### config.mk
export PLATFORM = sky130hd
export DESIGN_NAME = axi_read_arbiter
export DESIGN_NICKNAME = d
export VERILOG_FILES = /design/src/rtl/axi_read_arbiter_pkg.sv /design/src/rtl/axi_read_arbiter_rr_arbiter.sv /design/src/rtl/axi_read_arbiter.sv
export SDC_FILE = /design/constraint.sdc
export NUM_CORES = 1
export LEC_CHECK = 0
export CAP_MARGIN = 20
export CORE_MARGIN = 2
export CORE_UTILIZATION = 34
export CTS_BUF_LIST = sky130_fd_sc_hd__clkbuf_16
export DETAILED_ROUTE_END_ITERATION = 8
export GPL_TIMING_DRIVEN = 0
export PLACE_DENSITY = 0.82
export SLEW_MARGIN = 20
export SYNTH_ARGS = -nofsm -noshare
export SYNTH_HDL_FRONTEND = slang
export SYNTH_SLANG_ARGS = --single-unit
### constraint.sdc
create_clock -name aclk -period 3.8 [get_ports aclk]
set_input_delay 1.14 -clock aclk [delete_from_list [all_inputs] [get_ports aclk]]
set_output_delay 1.14 -clock aclk [all_outputs]
set_load 0.02 [all_outputs]
### src/rtl/axi_read_arbiter_pkg.sv
// axi_read_arbiter_pkg: shared bus typedefs, AXI constants and arbiter FSM states
package axi_read_arbiter_pkg;
    typedef logic [31:0] axi_addr_t;
    typedef logic [31:0] axi_data_t;
    typedef enum logic [1:0] {ST_IDLE, ST_ADDR, ST_DATA} arb_state_t;
    localparam logic [1:0] BURST_FIXED = 2'b00;
    localparam logic [1:0] BURST_INCR  = 2'b01;
    localparam logic [1:0] BURST_WRAP  = 2'b10;
    localparam logic [2:0] SIZE_1B = 3'd0;
    localparam logic [2:0] SIZE_2B = 3'd1;
    localparam logic [2:0] SIZE_4B = 3'd2;
    localparam logic [1:0] RESP_OKAY   = 2'b00;
    localparam logic [1:0] RESP_EXOKAY = 2'b01;
    localparam logic [1:0] RESP_SLVERR = 2'b10;
    localparam logic [1:0] RESP_DECERR = 2'b11;
    function automatic int wrap_add(input int a, input int b, input int n);
        return (a + b >= n) ? a + b - n : a + b;
    endfunction
endpackage

### src/rtl/axi_read_arbiter_rr_arbiter.sv
// rr_arbiter: round-robin pick of the first requester at or after ptr
module rr_arbiter
    import axi_read_arbiter_pkg::*;
#(
    parameter int N  = 3,
    parameter int IW = $clog2(N)
) (
    input  logic [N-1:0]  req,
    input  logic [IW-1:0] ptr,
    output logic [N-1:0]  grant,
    output logic [IW-1:0] index,
    output logic          any
);
    int w_j;
    always_comb begin
        grant = '0;
        index = '0;
        any   = |req;
        w_j   = 0;
        // Scan farthest-first so the requester closest to ptr wins last
        for (int i = N - 1; i >= 0; i--) begin
            w_j = wrap_add(int'(ptr), i, N);
            if (req[w_j]) begin
                grant      = '0;
                grant[w_j] = 1'b1;
                index      = IW'(w_j);
            end
        end
    end
endmodule

### src/rtl/axi_read_arbiter.sv
// axi_read_arbiter: round-robin funnel of NUM_PORTS read requesters onto one AXI3
// read master, one outstanding burst at a time.
module axi_read_arbiter
    import axi_read_arbiter_pkg::*;
#(
    parameter int NUM_PORTS = 3,
    parameter int ID_WIDTH  = 4,
    parameter int LEN_WIDTH = 4
) (
    input  logic                                aclk,
    input  logic                                areset,
    input  logic [NUM_PORTS-1:0]                port_req_valid,
    input  logic [NUM_PORTS-1:0][31:0]          port_req_addr,
    input  logic [NUM_PORTS-1:0][LEN_WIDTH-1:0] port_req_len,
    input  logic [NUM_PORTS-1:0][2:0]           port_req_size,
    output logic [NUM_PORTS-1:0]                port_req_ready,
    output logic [31:0]                         port_rdata,
    output logic [NUM_PORTS-1:0]                port_rvalid,
    output logic                                port_rlast,
    output logic                                port_rerr,
    output logic [ID_WIDTH-1:0]                 arid,
    output logic [31:0]                         araddr,
    output logic [LEN_WIDTH-1:0]                arlen,
    output logic [2:0]                          arsize,
    output logic [1:0]                          arburst,
    output logic [1:0]                          arlock,
    output logic [3:0]                          arcache,
    output logic [2:0]                          arprot,
    output logic                                arvalid,
    input  logic                                arready,
    input  logic [ID_WIDTH-1:0]                 rid,
    input  logic [31:0]                         rdata,
    input  logic [1:0]                          rresp,
    input  logic                                rlast,
    input  logic                                rvalid,
    output logic                                rready,
    output logic                                id_mismatch
);
    localparam int PW = $clog2(NUM_PORTS);

    arb_state_t           r_state, w_next;
    logic [PW-1:0]        r_ptr, r_idx, w_idx;
    axi_addr_t            r_addr;
    logic [LEN_WIDTH-1:0] r_len;
    logic [2:0]           r_size;
    logic                 r_id_mismatch;
    logic [NUM_PORTS-1:0] w_grant, w_own;
    logic                 w_any;

    rr_arbiter #(.N(NUM_PORTS), .IW(PW)) u_rr (
        .req   (port_req_valid),
        .ptr   (r_ptr),
        .grant (w_grant),
        .index (w_idx),
        .any   (w_any)
    );

    always_ff @(posedge aclk or posedge areset) begin
        if (areset) begin
            r_state       <= ST_IDLE;
            r_ptr         <= '0;
            r_idx         <= '0;
            r_addr        <= '0;
            r_len         <= '0;
            r_size        <= '0;
            r_id_mismatch <= 1'b0;
        end else begin
            r_state <= w_next;
            if (r_state == ST_IDLE && w_any) begin
                r_idx  <= w_idx;
                r_ptr  <= (w_idx == PW'(NUM_PORTS - 1)) ? '0 : w_idx + 1'b1;
                r_addr <= port_req_addr[w_idx];
                r_len  <= port_req_len[w_idx];
                r_size <= port_req_size[w_idx];
            end
            if (r_state == ST_DATA && rvalid && rid != arid)
                r_id_mismatch <= 1'b1;
        end
    end

    // Handshake outputs decode straight from state so reset clears them at once
    always_comb begin
        w_next         = r_state;
        port_req_ready = '0;
        port_rvalid    = '0;
        arvalid        = 1'b0;
        rready         = 1'b0;
        case (r_state)
            ST_IDLE: if (w_any) begin
                w_next         = ST_ADDR;
                port_req_ready = w_grant;
            end
            ST_ADDR: begin
                arvalid = 1'b1;
                if (arready) w_next = ST_DATA;
            end
            ST_DATA: begin
                rready      = 1'b1;
                port_rvalid = rvalid ? w_own : '0;
                if (rvalid && rlast) w_next = ST_IDLE;
            end
            default: w_next = ST_IDLE;
        endcase
    end

    assign w_own       = NUM_PORTS'(1) << r_idx;
    assign arid        = ID_WIDTH'(r_idx);
    assign araddr      = r_addr;
    assign arlen       = r_len;
    assign arsize      = r_size;
    assign arburst     = BURST_INCR;
    assign arlock      = 2'b00;
    assign arcache     = 4'b0000;
    assign arprot      = 3'b000;
    assign port_rdata  = rdata;
    assign port_rlast  = rlast;
    assign port_rerr   = rresp != RESP_OKAY;
    assign id_mismatch = r_id_mismatch;
endmodule

## After elaboration in Yosys (flattened, before gate mapping)

Cells that the tools add are included.

- Output and inout port bits: 97
- Register bits: 46
- Bits in latches: 0
- Word-level logic and storage cells: 83
- Input bits: 163
- Memories kept: 0
- ROM bits: 0
- Bits in writable memories: 0

- Div/mod/pow operators: 0
- Mux-type cells: 41
- Reductions and logical operators: 11
- Equality and inequality tests: 7
- Add/sub/neg operators: 6
- Order comparisons: 10
- Bitwise operators: 0
- Shift operators: 1
- $mul: 0

Operators by type and width:

| cell | count |
|---|---|
| 32-bit two-way mux | 4 |
| 32-bit by 1-bit greater-or-equal comparator with 1-bit output, second input constant | 3 |
| 32-bit by 4-bit < comparator with 1-bit output, second input constant | 3 |
| 32-bit binary-select mux with 2-bit select | 1 |
| 32-bit by 3-bit greater-or-equal comparator with 1-bit output, second input constant | 2 |
| 32-bit by 3-bit subtractor with 32-bit output, second input constant | 2 |
| 3-bit two-way mux | 8 |
| 2-bit two-way mux | 7 |
| 1-bit two-way mux | 11 |
| 4-bit binary-select mux with 2-bit select | 1 |
| 1-bit logical AND | 7 |
| 1-bit binary-select mux with 2-bit select | 3 |
| 3-bit binary-select mux with 2-bit select | 1 |
| 1-bit demux with 2-bit select | 3 |
| 2-bit case mux with 3 select lines | 1 |
| 2-bit equality test, second input constant | 2 |
| 4-bit two-way mux | 1 |
| 2-bit != test, second input constant | 2 |
| 4-bit by 2-bit != test with 1-bit output | 1 |
| 2-bit by 1-bit adder with 3-bit output, second input constant | 1 |
| 2-bit by 2-bit adder with 3-bit output, second input constant | 1 |
| 2-bit by 3-bit < comparator with 1-bit output, second input constant | 1 |
| 3-bit AND reduction | 1 |
| 3-bit OR reduction | 1 |
| 8 further kinds | 8 |

## Longest topological paths before layout

Gate-level depths: netlist (run 1).

- Depth in word-level cells: 12
- Mapped depth: 10
- Depth with buffers taken out: 7

## By module

A second synthesis (run 1) with hierarchy kept.

- Cells, all modules: 385
- Area total of the unflattened synthesis: 3316.9 um^2

By module, submodules not included:

| module | area an instance (um^2) | sequential area each (um^2) | cells each | instances |
|---|---|---|---|---|
| axi_read_arbiter | 3044.2 | 1151.1 | 347 | 1 |
| rr_arbiter | 272.8 | 0.0 | 38 | 1 |

## Worst setup path before layout (run 1)

OpenSTA, ideal clock, no wires.

- Path kind: input-to-output
- From: input port_req_valid[1]
- To: output port_req_ready[1]
- Stages: 6
- Required time: 2.660 ns
- Path buffers: 2
- Slack: 0.196 ns
- Arrival: 2.464 ns
- Path through: a22o_4 -> a221oi_4 -> a211oi_2 -> buf_6 -> buf_8 -> nor2_1

- Longest elaborated chain between the ends: 8
- Elaborated cells on any way between the ends: 15
- Those cells by class: mux (14); reduce/logical (1)

Ends and longest elaborated chain:

| item | line | RTL |
|---|---|---|
| start: declaration | axi_read_arbiter.sv:12 | `input logic [NUM_PORTS-1:0] port_req_valid,` |
| 1-bit binary-select mux with 2-bit select | axi_read_arbiter_rr_arbiter.sv:23 | `if (req[w_j]) begin` |
| 1-bit two-way mux (not written as such) (2 in series) | axi_read_arbiter_rr_arbiter.sv:23 |  |
| 3-bit two-way mux (3 in series) | axi_read_arbiter_rr_arbiter.sv:23 |  |
| 3-bit two-way mux (*) | axi_read_arbiter.sv:89 | `ST_IDLE: if (w_any) begin` |
| 3-bit two-way mux (*) | axi_read_arbiter.sv:88 | `case (r_state)` |
| end: declaration | axi_read_arbiter.sv:16 | `output logic [NUM_PORTS-1:0] port_req_ready,` |

Every way passes the cells marked *; elsewhere a longest branch is shown, timed or not. The select of a mux whose other input is x is not followed.

## Final worst setup path (run 1)

- From: input port_req_valid[0]
- To: output port_req_ready[2]

The elaborated chain is that of the path after synthesis.

==> impl_metrics.csv, run 1 <==
group,metric,value,unit
routing,final_antenna_net_count,0,
routing,drc_errors,0,
placement,gp_congestion,0.8198,
min_path,hp-class,"flop to flop",
synthesis,synthFlopType,"dfrtp_1",
synthesis,syn_avg_cell_area,8.384,µm²
setup_path,cpMaxStageDelayCell,"dlygate4sd2_1",
grt,grt_usage,0.2176,
die,die_area,0.01062,mm²
routing,wirelength,12010,µm
grt,grt.overflow.total,0,
timing,finalHoldViolations,0,
final_layout,drive_gt1_frac,0.1417,
die,rows,36,
timing,fmax,266.5,MHz
setup_path,startpoint,"port_req_valid[0]",
power,ir_drop,0.0003392,V
placement,hpwl,9448,µm
routing,vias,3812,
routing,dr.pass1.iters,5,
die,dieWidth,103.1,µm
setup_path,crit_chain,"dlygate4sd2_1 > mux2i_1 > o21ai_0 > or2_1 > buf_2 > nor2_2 > clkdlybuf4s15_2",
die,coreArea,0.009639,mm²
final_layout,diodes,0,
final_layout,multi_input_area,0.001652,mm²
die,ios,260,
routing,viasPerCell,4.964,
placement,dp_slack,-1.115,ns
routing,drtIter0Drc,159,
synthesis,synth_area_leaders,"dfrtp_1, buf_4, a2111oi_0",
final_layout,fin_cells,768,
timing,fin_ws,0.04727,ns
timing,clock-skew-final,0.003740,ns
routing,wl_per_cell,15.63,µm
clock_network,clkTransAtPathRegs,0.06,ns
clock_network,cts_max_path_buffers,2,
power,powerDensity,709.7,mW/mm²
setup_path,crit_buf_inv,3,
setup_path,path_depth,7,
timing,setup_tns,0,ns
final_layout,fillCellCount,838,
grt,grt_pass1_vias,3723,
clock_network,clk_latency,0.29,ns
setup_path,cp.required,2.66,ns
synthesis,seq_area_frac_synth,0.3450,
power,power.leakage,2.600,nW
placement,placed_cell_area,0.005714,mm²
clock_network,cts_tree,"yes",
final_layout,final_nets,800,
placement,dp_cells,757,
clock_network,htree_levels,2,
die,die-height,103.1,µm
clock_network,numCtsBuffers,5,
timing,period_share,0.9876,
timing,period_needed,3.753,ns
setup_path,r2r_start,"r_ptr[0]",
synthesis,synthCells,398,
synthesis,syn_area,0.003337,mm²
die,initial_core_util,0.3462,
timing,setup_viol,0,
placement,port_buffers,214,
grt,grt_pass1_wl,18030,µm
timing,rsz0062_at_grt,"yes",
synthesis,synth.distinct_cells,47,
synthesis,synth_top_area_share,0.3450,
job,maxCapViolations,0,
synthesis,ys_ff_latch,46,
setup_path,path_max_fanout,9,
run_status,status,"finished, final reports clean",
synthesis,synth_area_leader_cell,"dfrtp_1",
final_layout,seqCellArea,0.001151,mm²
final_layout,post-route-util,0.6190,
grt,grt_max_degree,25,
power,totalPowerFinal,4.235,mW
setup_path,cp_top_family,"buffers and inverters",
synthesis,synth_edf_count,0,
clock_network,root_buffer,"clkbuf_16",
grt,antenna_found_initial,0,
setup_path,crit_end,"port_req_ready[2]",
setup_path,arrival,2.61,ns
setup_path,path_class,"primary input to output port",
final_layout,area_growth,78.82,%
final_layout,fin_area,0.005967,mm²
timing,drv_slew,0,
timing,max_slew.worst_pin.slew,0.5625,ns
synthesis,ys.warnings.count,0,
setup_path,r2r_end,"araddr[22]",
clock_network,numClockSinks,46,
timing,relSlewSlack,0.6153,
setup_path,cp-end-kind,"output port",
synthesis,synthArstFlopShare,1.000,
setup_path,rr_worst_depth,10,
setup_path,cpPeakStageDelay,0.31,ns
setup_path,rrSetupSlack,1.22,ns
setup_path,startpoint_type,"primary input",
timing,fin_hold_ws,0.4789,ns
[worst min-delay path by stage]
stage | startpoint | to | slack [ns] | cells past startpoint
after floorplan | r_ptr[1] | r_ptr[1] | 0.57 | 2
after global placement | id_mismatch | id_mismatch | 0.47 | 1
after detailed placement | araddr[19] | araddr[19] | 0.47 | 2
after CTS | araddr[19] | araddr[19] | 0.49 | 2
after global routing | arlen[2] | arlen[2] | 0.53 | 2
final | araddr[19] | araddr[19] | 0.48 | 2
[state kept, by name, summed over array words and instances, names as in the netlist]
register and cells:
arlen 4, r_state 2, r_ptr 2, arsize 3, id_mismatch 1, r_idx 2, araddr 32
[final cells by class]
class,count,area share
flip-flops and latches,46,0.1929
clock buffers,5,0.02097
multi-input cells,256,0.2768
well taps,133,0.02789
repair buffers,218,0.3649
inverters,30,0.01887
clock inverters,3,0.01153
plain buffers,77,0.08618
[routing by layer]
layer,vias up,part of all wire,global-route usage
li1,1843,-,-
met1,1765,0.40,0.2579
met2,194,0.50,0.3886
met3,10,0.086,0.05288
met4,0,0.012,0.06579
met5,-,0,0
[report_power, final]
group	internal, mW	switching (mW)
sequential	0.744	0.148
clock	0.378	0.194
combinational	1.23	1.54
total	2.35	1.88
[cell usage in the layout, fill, tap and decap left out, types with 3 or more instances in the layout]
master           Yosys  final
o21ai_0             30     30
nor2_1              22     21
clkbuf_1            20     17
conb_1               2     13
o21ai_1             20     20
inv_1               29     28
mux2i_1             18     18
nand2b_1             3      3
nand2_1             31     31
a211oi_1            24     24
buf_2                5      8
buf_4               49     52
ha_1                 3      3
o22ai_1             17     17
a2111oi_0           23     23
nor3b_1              3      3
a21oi_1             17     16
clkbuf_16            0      5
clkdlybuf4s50_1      0    206
dfrtp_1             46     46
[Yosys cell counts (3+ instances only)]
cell type   n
a2111oi_0  23
o21ai_0    30
a211oi_1   24
o22ai_1    17
dfrtp_1    46
mux2i_1    18
nor3b_1     3
nand2b_1    3
inv_1      29
nand2_1    31
ha_1        3
buf_2       5
o21ai_1    20
a21oi_1    17
nor2_1     22
buf_4      49
nor2b_1     3
clkbuf_1   20
[cell families after synthesis]
family / after synthesis / synth area share
multiplexers: 18 / 0.05399
flip-flops: 46 / 0.3450
buffers and inverters: 107 / 0.1852
XOR/XNOR: 2 / 0.005250
other: 2 / 0.002251
AO/OA/AOI/OAI: 147 / 0.2958
AND/OR/NAND/NOR: 73 / 0.1012
adder cells (fa/ha/maj): 3 / 0.01125
[what timing repair did]
item	in CTS	in global routing
gates cloned	0	0
setup endpoints to repair	3	5
resized for setup	30	7
buffers inserted	3	0
hold buffers	0	0
pin swaps	2	0
[worst min-delay path: stages, from the launching register on]
cell and delay, ns:
dfrtp_1 0.34, nand2_1 0.04, o21ai_0 0.06
Power figures use the tool's default switching activity.
==> run 2, diff against run 1 <==
--- a/config.mk
+++ b/config.mk
@@ -6,7 +6,7 @@
 export NUM_CORES = 1
 export LEC_CHECK = 0
 export CAP_MARGIN = 20
-export CORE_MARGIN = 2
+export CORE_MARGIN = 4
 export CORE_UTILIZATION = 34
 export CTS_BUF_LIST = sky130_fd_sc_hd__clkbuf_16
 export DETAILED_ROUTE_END_ITERATION = 8
==> run 2 against run 1 <==
Final area decreased by 1.2%. Worst setup slack better by 0.050 ns. Combinational power about the same. Final cell count down 0.65%. Largest cell class unchanged. Highest routed layer unchanged.
==> impl_metrics.csv, run 2 (synthesis results as in run 1) <==
group,metric,value,unit
run_status,status,"finished, final reports clean",
timing,relSlewSlack,0.5624,
clock_network,htree_levels,2,
setup_path,path_max_fanout,10,
clock_network,numClockSinks,46,
min_path,hp-class,"flop to flop",
final_layout,largest_reg_flops,32,
final_layout,final_nets,799,
routing,drtIter0Drc,165,
placement,dp_cells,753,
grt,grt_pass1_vias,3956,
placement,gp_congestion,0.9241,
placement,hpwl,10370,µm
die,initial_core_util,0.3544,
final_layout,fin_area,0.005898,mm²
placement,placed_cell_area,0.005702,mm²
routing,wl_per_cell,16.50,µm
final_layout,diodes,0,
die,rows,35,
final_layout,final_cell_mix,"clkdlybuf4s50_1, buf_4, dfrtp_1",
timing,rsz0062_at_grt,"no",
die,dieWidth,107.1,µm
die,die-height,107.1,µm
power,power.leakage,2.569,nW
setup_path,r2r_start,"r_ptr[0]",
grt,antenna_found_initial,0,
routing,dr.pass1.iters,5,
routing,viasPerCell,5.063,
timing,fin_hold_ws,0.4848,ns
clock_network,numCtsBuffers,5,
final_layout,area_growth,76.75,%
setup_path,startpoint_type,"primary input",
clock_network,clk_latency,0.29,ns
final_layout,fin_cells,763,
grt,grt_pass1_wl,19250,µm
timing,setup_tns,0,ns
final_layout,drive_gt1_frac,0.1388,
die,ios,260,
timing,period_needed,3.703,ns
timing,fmax,270.1,MHz
power,totalPowerFinal,4.105,mW
clock_network,cts_max_path_buffers,2,
job,maxCapViolations,0,
routing,drc_errors,0,
clock_network,root_buffer,"clkbuf_16",
grt,grt.overflow.total,0,
routing,final_antenna_net_count,0,
final_layout,post-route-util,0.6264,
power,powerDensity,695.9,mW/mm²
timing,max_slew.worst_pin.slew,0.6398,ns
setup_path,cp-end-kind,"output port",
timing,finalHoldViolations,0,
clock_network,clkTransAtPathRegs,0.06,ns
die,die_area,0.01146,mm²
timing,clock-skew-final,0.007622,ns
setup_path,startpoint,"port_req_valid[1]",
power,ir_drop,0.0003220,V
setup_path,arrival,2.56,ns
min_path,worstHoldStart,"araddr[30]",
final_layout,final_common_cell,"clkdlybuf4s50_1",
timing,period_share,0.9745,
final_layout,fillCellCount,800,
timing,setup_viol,0,
grt,grt_max_degree,26,
timing,fin_ws,0.09702,ns
routing,vias,3863,
setup_path,cp.required,2.66,ns
timing,drv_slew,0,
routing,wirelength,12590,µm
grt,grt_usage,0.2063,
clock_network,cts_tree,"yes",
setup_path,path_class,"primary input to output port",
placement,dp_slack,-1.058,ns
placement,port_buffers,214,
die,coreArea,0.009415,mm²
-- run 2: what timing repair did --
action                                  CTS  global route
pin swaps                                 2             0
hold endpoints to repair                  0             0
setup buffers                             2             0
resized for setup                        27             9
endpoints found under the setup margin    3             5
hold buffers                              0             0
-- run 2: per-layer routing --
metal | GRT usage | share of wire
met5 | 0 | 0
met1 | 0.2490 | 0.39
met2 | 0.3633 | 0.52
met4 | 0.06667 | 0.017
met3 | 0.04455 | 0.081
-- run 2: worst max-delay path: stages --
cell and delay (ns):
buf_2 0.16, a22o_4 0.27, a221oi_4 0.29, a211oi_2 0.12, buf_6 0.18, buf_8 0.15
nor2_1 0.09, buf_4 0.15
-- run 2: worst paths after layout --
| check | slack (ns) | cells past startpoint | endpoint |
|---|---|---|---|
| worst min register to register | 0.48 | 2 | araddr[30] |
| worst min-delay path | 0.48 | 2 | araddr[30] |
| min in group asynchronous | 1.21 | 2 | araddr[26] |
| worst max-delay path | 0.1 | 8 | port_req_ready[1] |
| worst max register to register | 1.24 | 10 | araddr[22] |
| max in group asynchronous | 2.08 | 3 | araddr[19] |
-- run 2: layout make-up --
cell class	instances	area (µm²)	share of cell area
multi-input combinational	256	1650	0.2798
clock inverter	3	25.02	0.004243
timing repair buffer	217	2158	0.3659
inverter	30	112.6	0.01909
buffer	77	514.2	0.08719
sequential	46	1151	0.1952
clock buffer	5	125.1	0.02121
tap	129	161.4	0.02737
-- run 2: report_power, final --
group          internal, mW  total [mW]  switching, mW
combinational          1.22        2.77           1.54
clock                 0.248       0.447          0.200
sequential            0.744       0.891          0.147
